--- src/rtl/alu_ctrl.sv ---
// Command controller for an external registered ALU: issue, capture, respond.
// Optional ALU_CTRL_STATS_EN builds a saturating completed-response counter on op_count.
module alu_ctrl (
  input  logic        clk,
  input  logic        reset_n,
  input  logic        cmd_valid,
  output logic        cmd_ready,
  input  logic [2:0]  cmd_op,
  input  logic [7:0]  cmd_a,
  input  logic [7:0]  cmd_b,
  input  logic        cmd_chain,
  output logic [7:0]  alu_a,
  output logic [7:0]  alu_b,
  output logic [2:0]  alu_sel,
  input  logic [7:0]  alu_out,
  input  logic        alu_carry,
  output logic        rsp_valid,
  input  logic        rsp_ready,
  output logic [7:0]  rsp_data,
  output logic        rsp_carry,
  output logic        busy,
  output logic [15:0] op_count,
  output logic [1:0]  state_dbg
);

  // Handshakes: a transfer happens on a rising edge where valid && ready are both high;
  // valid never depends on ready, and payload is held stable while valid && !ready.
  typedef enum logic [1:0] {IDLE, ISSUE, CAPT, RESP} state_t;

  state_t     state_q, state_d;
  logic [7:0] acc_q;
  logic       accept;
  logic       rsp_done;

  assign accept   = cmd_valid && (state_q == IDLE);
  assign rsp_done = (state_q == RESP) && rsp_ready;

  always_ff @(posedge clk or negedge reset_n) begin
    if (!reset_n) state_q <= IDLE;
    else          state_q <= state_d;
  end

  always_comb begin
    state_d   = state_q;
    cmd_ready = 1'b0;
    rsp_valid = 1'b0;
    busy      = 1'b1;
    case (state_q)
      IDLE: begin
        cmd_ready = 1'b1;
        busy      = 1'b0;
        if (cmd_valid) state_d = ISSUE;
      end
      ISSUE: state_d = CAPT;
      CAPT:  state_d = RESP;
      RESP: begin
        rsp_valid = 1'b1;
        if (rsp_ready) state_d = IDLE;
      end
      default: state_d = IDLE;
    endcase
  end

  assign state_dbg = state_q;

  // ALU operand registers only load on accept, so they hold the last issued values.
  always_ff @(posedge clk or negedge reset_n) begin
    if (!reset_n) begin
      alu_a   <= 8'h00;
      alu_b   <= 8'h00;
      alu_sel <= 3'b000;
    end else if (accept) begin
      alu_a   <= cmd_chain ? acc_q : cmd_a;
      alu_b   <= cmd_b;
      alu_sel <= cmd_op;
    end
  end

  always_ff @(posedge clk or negedge reset_n) begin
    if (!reset_n) begin
      rsp_data  <= 8'h00;
      rsp_carry <= 1'b0;
      acc_q     <= 8'h00;
    end else if (state_q == CAPT) begin
      rsp_data  <= alu_out;
      rsp_carry <= alu_carry;
      acc_q     <= alu_out;
    end
  end

`ifdef ALU_CTRL_STATS_EN
  logic [15:0] op_count_q;

  always_ff @(posedge clk or negedge reset_n) begin
    if (!reset_n)                              op_count_q <= 16'h0000;
    else if (rsp_done && op_count_q != 16'hFFFF) op_count_q <= op_count_q + 16'h0001;
  end

  assign op_count = op_count_q;
`else
  assign op_count = 16'h0000;
`endif

endmodule

--- config.mk ---
export PLATFORM = sky130hd
export DESIGN_NAME = alu_ctrl
export DESIGN_NICKNAME = d
export VERILOG_FILES = /design/src/rtl/alu_ctrl.sv
export SDC_FILE = /design/constraint.sdc
export NUM_CORES = 1
export LEC_CHECK = 0
export BUFFER_PORTS_ARGS = -buffer_cell sky130_fd_sc_hd__buf_2
export CAP_MARGIN = 20
export CORE_MARGIN = 4
export CORE_UTILIZATION = 40
export CTS_CLUSTER_SIZE = 14
export DETAILED_ROUTE_END_ITERATION = 6
export GPL_TIMING_DRIVEN = 0
export PLACE_DENSITY_LB_ADDON = 0.05
export SYNTH_ARGS = -nofsm -noshare
export SYNTH_HDL_FRONTEND = slang
export SYNTH_SLANG_ARGS = --single-unit
--- constraint.sdc ---
create_clock -name clk -period 2 [get_ports clk]
set_clock_uncertainty 0.05 [all_clocks]
set_input_delay 0.5 -clock clk [delete_from_list [all_inputs] [get_ports clk]]
set_output_delay 0.5 -clock clk [all_outputs]
set_load 0.05 [all_outputs]
## Word-level counts from Yosys, hierarchy flattened

Cells that the tools add are included.
Widths: inputs -> output; s select.

- Register bits after elaboration: 30
- Logic and storage cells: 21

- Muxes and demuxes: 7
- Equality and inequality tests: 5
- Reductions and logical operators: 3

Operators by type and width:

| cell | number |
|---|---|
| $mux 8 | 1 |
| $pmux 2 s4 | 1 |
| $eq 2x2->1 const B | 2 |
| $mux 2 | 2 |
| $ne 2x2->1 const B | 2 |
| $mux 1 | 3 |
| $eq 2x1->1 const B | 1 |
| $logic_not 2->1 | 1 |
| $reduce_and 2->1 | 1 |
| $logic_and 1x1->1 | 1 |

## Depth between registers and ports, before layout

Gate-level depths: netlist (run 1).

- Depth after elaboration: 3
- Depth in mapped cells: 6
- Mapped depth without buffers: 5

## Worst setup path before layout (run 1)

Ideal clock, no wire load.

- Kind: reg2reg
- Start point: register state_q[1], in the netlist state_dbg[1]
- End point: register state_q[1], in the netlist state_dbg[1]
- Period minus slack after synthesis: 2.057 ns
- Slack: -0.057 ns
- Data arrival time: 1.882 ns
- Stages on the path, launching flop included: 5
- Required time: 1.825 ns
- Buffers on the path: 0
- Cell sequence: dfrtp_1 -> ha_1 -> inv_1 -> o22ai_1 -> mux2_2

- Cells in the longest elaborated chain, start to end: 3

RTL lines:

| element | line | text |
|---|---|---|
| start, declared | 30 | `state_t state_q, state_d;` |
| start signal, assigned | 40 | `else state_q <= state_d;` |
| $eq 2x2->1 / $logic_not 2->1 (equally long branches) | 48 | `case (state_q)` |
| $ne 2x2->1 (no source line) | -- |  |
| $reduce_and 2->1 (no source line) | -- |  |

Several ways; a longest one is shown, not always the timed one.
A chain may end at the register's enable or synchronous reset.

## Worst setup path after layout (run 1)

- Start point: register state_q[1], in the netlist state_dbg[1]
- End point: output busy

- Cells in the longest elaborated chain, start to end: 2

RTL lines:

| element | line | text |
|---|---|---|
| $logic_not 2->1 | 48 |  |
| $mux 1 | 48 |  |
| end, declared | 21 | `output logic busy,` |

Every way passes these cells.

==> impl_metrics.yaml, run 1 <==
run_status:
  outcome: "finished, final reports clean"
synth:
  syn_area_sq_um: 1400
  yosys_warnings: 0
  ys_types: 15
  ys_seq_area_share_pct: 53.5
  netlist_instances: 109
  ys_ff_latch: 30
  syn_avg_cell_area_sq_um: 12.9
grt:
  grt_antenna_before_repair: 0
  grt_overflow: 0
  grt_first_pass_wirelength_um: 4690
  first_global_vias: 1022
  grt_usage_pct: 14.2
  grt_max_degree: 31
sta:
  rsz0062_at_grt: "no"
  min_period_over_period_pct: 93.5
  relSlewSlack_pct: 55.7
  hold_violations: 0
  tightest_slew_ns: 0.664
  max_freq_ghz: 0.535
  setup_tns_ns: 0
  post-route-min-period_ns: 1.87
  slew_violations: 0
  setup_viol: 0
worst_setup_path:
  end_kind: "output port"
  crit_path_start_kind: "flop"
  cp_max_fo: 5
  worstPathArrival_ns: 1.32
  r2r-start: "state_dbg[1]"
  crit_start: "state_dbg[1]"
  path_class: "reg -> out"
  worstPathRequired_ns: 1.45
routing:
  ant_nets: 0
  drt-total-wl_um: 3020
  drc: 0
  drt_iter0_drc: 12
  routed_via_density: 4.26
  vias: 1032
  wl_per_cell_um: 12.5
  dr.pass1.iters: 2
final_layout:
  stdcell_area_sq_um: 1910
  nets: 232
  regArea_sq_um: 751
  final_common_cell: "buf_2"
  syn_to_final_growth_pct: 36.0
  fin_util_pct: 56.7
  diodes: 0
  fillerInstances: 325
  final_cell_mix: "buf_2, dfrtp_1, mux2_2"
  layout-drive-gt1-share_pct: 59.7
  multi_input_area_sq_um: 551
  layoutNonFillerInstCount: 242
place:
  gp_congestion: 0.674
  placed_cell_area_sq_um: 1840
  portBuffers: 64
  dp_hpwl_um: 2370
  dp_cells: 234
clock_tree:
  numClockSinks: 30
  cts_tree: "yes"
  cts_buffers: 5
  root_buffer: "clkbuf_4"
  clkTransAtPathRegs_ns: 0.09
  cts_htree_levels: 2
  worst_skew_pair.late_latency_ns: 0.32
  clk_path_buf_depth: 2
floorplan:
  fp.coreArea_sq_um: 3360
  initial_core_util_pct: 41.7
  die_w_um: 67.2
  pin_count: 82
  dieArea_sq_um: 4520
  row_count: 21
  die_h_um: 67.2
job:
  max_cap_viol_count: 0
hold_path:
  hp-class: "in -> async"
what timing repair did:
action / CTS / global route
buffers inserted: 0 / 0
hold buffers: 0 / 0
gates resized for setup: 0 / 3
setup endpoints to repair: 0 / 1
path summary, 6_finish.rpt:
check | to | slack, ns | cells after the start
min in group clk | alu_b[6] | 0.35 | 2
worst max-delay path | busy | 0.13 | 4
max in group asynchronous | alu_a[7] | 1.32 | 1
worst min register to register | alu_a[7] | 0.43 | 2
worst max register to register | state_dbg[1] | 0.50 | 5
worst min-delay path | alu_a[2] | 0.15 | 1
routing by layer:
| layer | routed length (um) | vias up | global-route usage (%) |
|---|---|---|---|
| met1 | 1220 | 473 | 16.2 |
| li1 | - | 507 | - |
| met3 | 294 | 4 | 4.83 |
| met4 | 42 | 0 | 6.08 |
| met2 | 1460 | 48 | 24.2 |
| met5 | 0 | - | 0 |
layout make-up:
| type | instances | share of cell area, % |
|---|---|---|
| Clock buffer | 7 | 2.89 |
| Timing Repair Buffer | 64 | 16.9 |
| Buffer | 20 | 7.68 |
| Clock inverter | 1 | 0.262 |
| Multi-Input combinational cell | 69 | 28.9 |
| Inverter | 5 | 0.984 |
| Sequential cell | 30 | 39.4 |
| Tap cell | 46 | 3.02 |
critical path: stages, from the launching register on:
cell,delay (ns)
dfrtp_1,0.43
inv_1,0.10
ha_2,0.22
inv_1,0.05
clkbuf_4,0.20
synth_stat cells:
cell / count / area share, %
nand2_1: 8 / 2.1
conb_1: 1 / 0.27
o21ai_0: 8 / 2.9
nor2_1: 1 / 0.27
buf_4: 16 / 8.6
inv_1: 5 / 1.3
o22ai_1: 1 / 0.45
mux2i_1: 9 / 6.4
dfrtp_1: 30 / 54
ha_1: 4 / 3.6
mux2_2: 17 / 14
nand2_4: 1 / 0.80
mux2_4: 4 / 4.3
buf_6: 1 / 0.80
buf_2: 3 / 1.1
stage by stage:
step                setup slack, ns  hold slack (ns)
CTS                          0.0306            0.160
floorplan                    0.0492            0.154
global route                 0.0264            0.195
detailed placement            0.415            0.414
global placement              0.431            0.409
finish                        0.129            0.152
kinds of logic (layout without fill, tap and decap cells):
logic type	after synthesis	after routing	synth area share, %
AND/OR/NAND/NOR	10	10	3.21
adder cells (fa/ha/maj)	4	4	3.57
multiplexers	30	30	24.4
flip-flops	30	30	53.5
buffers and inverters	25	97	11.8
AO/OA/AOI/OAI	9	9	3.30
other	1	16	0.267
sequential cells by signal (all words and copies together), names as in the netlist:
signal     flops
rsp_carry      1
alu_sel        3
alu_a          8
acc_q          8
alu_b          8
state_dbg      2
Power of run 1 is left out: the tool's default activity adds up to more than one toggle a clock period on the data nets, which glitch-free logic cannot reach.
==> run 2, diff against run 1 <==
- RECOVER_POWER: unset -> 100
- clock period: 2 -> 1.9 ns (I/O delays scaled with it)
==> run 2 against run 1 <==
Compared with the run above: utilization decreased by 1.2 points; design area fell by 2.1%; setup slack worse by 0.022 ns; global-route usage up 0.33 points; highest routed layer unchanged.
==> impl_metrics.yaml, run 2 (synthesis gave the netlist of run 1 again) <==
worst_setup_path:
  worst_path_dominant_cell_family: "flip-flops"
  critical-path-max-stage-delay_ns: 0.44
  critPathBufInv: 2
  path_class: "reg -> out"
  crit_chain: "inv_1 -> ha_1 -> buf_4"
  worstPathRequired_ns: 1.37
  cp_max_fo: 5
  worstPathArrival_ns: 1.27
  crit_path_start_kind: "flop"
  end_kind: "output port"
  slowest_stage: "dfrtp_2"
sta:
  post-route-min-period_ns: 1.79
  relSlewSlack_pct: 55.8
  setup_tns_ns: 0
  max_freq_ghz: 0.558
  tightest_slew_ns: 0.664
  setup_viol: 0
  min_period_over_period_pct: 94.3
  hold_violations: 0
  slew_violations: 0
  rsz0062_at_grt: "no"
  layout_setup_ws_ns: 0.108
floorplan:
  pin_count: 82
  row_count: 21
  die_w_um: 67.2
  initial_core_util_pct: 41.7
  dieArea_sq_um: 4520
  die_h_um: 67.2
  fp.coreArea_sq_um: 3360
final_layout:
  final_common_cell: "buf_2"
  final_cell_mix: "buf_2, clkbuf_1, dfrtp_1"
  fillerInstances: 341
  multi_input_area_sq_um: 551
  nets: 232
  regArea_sq_um: 753
  reg.largest.list: "acc_q: 8 flops, alu_a: 8 flops, alu_b: 8 flops"
  layout-drive-gt1-share_pct: 43.9
  diodes: 0
  syn_to_final_growth_pct: 33.1
  layoutNonFillerInstCount: 242
run_status:
  outcome: "finished, final reports clean"
routing:
  dr.pass1.iters: 3
  wl_per_cell_um: 12.9
  drt_iter0_drc: 30
  routed_via_density: 4.33
  drt-total-wl_um: 3120
  drc: 0
  ant_nets: 0
  vias: 1049
grt:
  grt_first_pass_wirelength_um: 4840
  grt_max_degree: 31
  grt_overflow: 0
  first_global_vias: 1079
  grt_antenna_before_repair: 0
  grt_usage_pct: 14.6
clock_tree:
  root_buffer: "clkbuf_4"
  clk_path_buf_depth: 2
  cts_tree: "yes"
  numClockSinks: 30
  cts_htree_levels: 2
  clkTransAtPathRegs_ns: 0.10
  cts_buffers: 5
  worst_skew_pair.late_latency_ns: 0.32
job:
  max_cap_viol_count: 0
place:
  portBuffers: 64
  dp_cells: 234
  dp_hpwl_um: 2420
  pre_cts_ws_ns: 0.333
  gp_congestion: 0.743
hold_path:
  hp-class: "in -> async"
## run 2: cell count changes in the layout (fill, tap and decap cells not counted), sizes merged
cell / before / now
buf: 83 / 51
clkbuf: 8 / 40
## run 2: cell type report
type,count,share of cell area (%)
sequential,30,40.3
buffer,20,7.37
inverter,5,1.01
clock buffer,7,2.95
clock inverter,1,0.268
timing repair buffer,64,15.5
multi-input combinational,69,29.5
tap,46,3.08
## run 2: metal layers
layer | GRT usage, % | share of wire [%]
met5 | 0 | 0
met4 | 5.32 | 0.87
met3 | 5.66 | 11
met2 | 26.5 | 52
met1 | 15.0 | 37
## run 2: timing repair
action / 4_1_cts / 5_1_grt
setup endpoints to repair: 1 / 2
resized for setup: 2 / 4
hold buffers: 0 / 0
buffers inserted: 0 / 0
## run 2: path summary, 6_finish.rpt
path,depth (start not counted),from,slack (ns),end
max,3,state_dbg[1],0.11,cmd_ready
min reg2reg,2,alu_a[7],0.44,alu_a[7]
max reg2reg,5,state_dbg[1],0.17,alu_b[3]
max in group asynchronous,1,reset_n,1.19,state_dbg[0]
min in group clk,2,cmd_b[2],0.32,alu_b[2]
min,1,reset_n,0.12,acc_q[2]
## run 2: per-stage QoR
step | utilization [%] | hold WS [ns] | instance area, sq um
finish | 55.5 | 0.123 | 1870
global route | 55.5 | 0.151 | 1870
CTS | 56.8 | 0.146 | 1910
detailed placement | 54.8 | 0.416 | 1840
global placement | 54.8 | 0.409 | 1840
floorplan | - | 0.129 | 1470
## run 2: worst reg2reg max path, stage by stage (launching register included)
cell and delay [ns]:
dfrtp_2 0.41, inv_1 0.09, ha_4 0.17, nand2_1 0.27
buf_2 0.32, mux2_4 0.33
Power of run 2 is left out for the same reason.
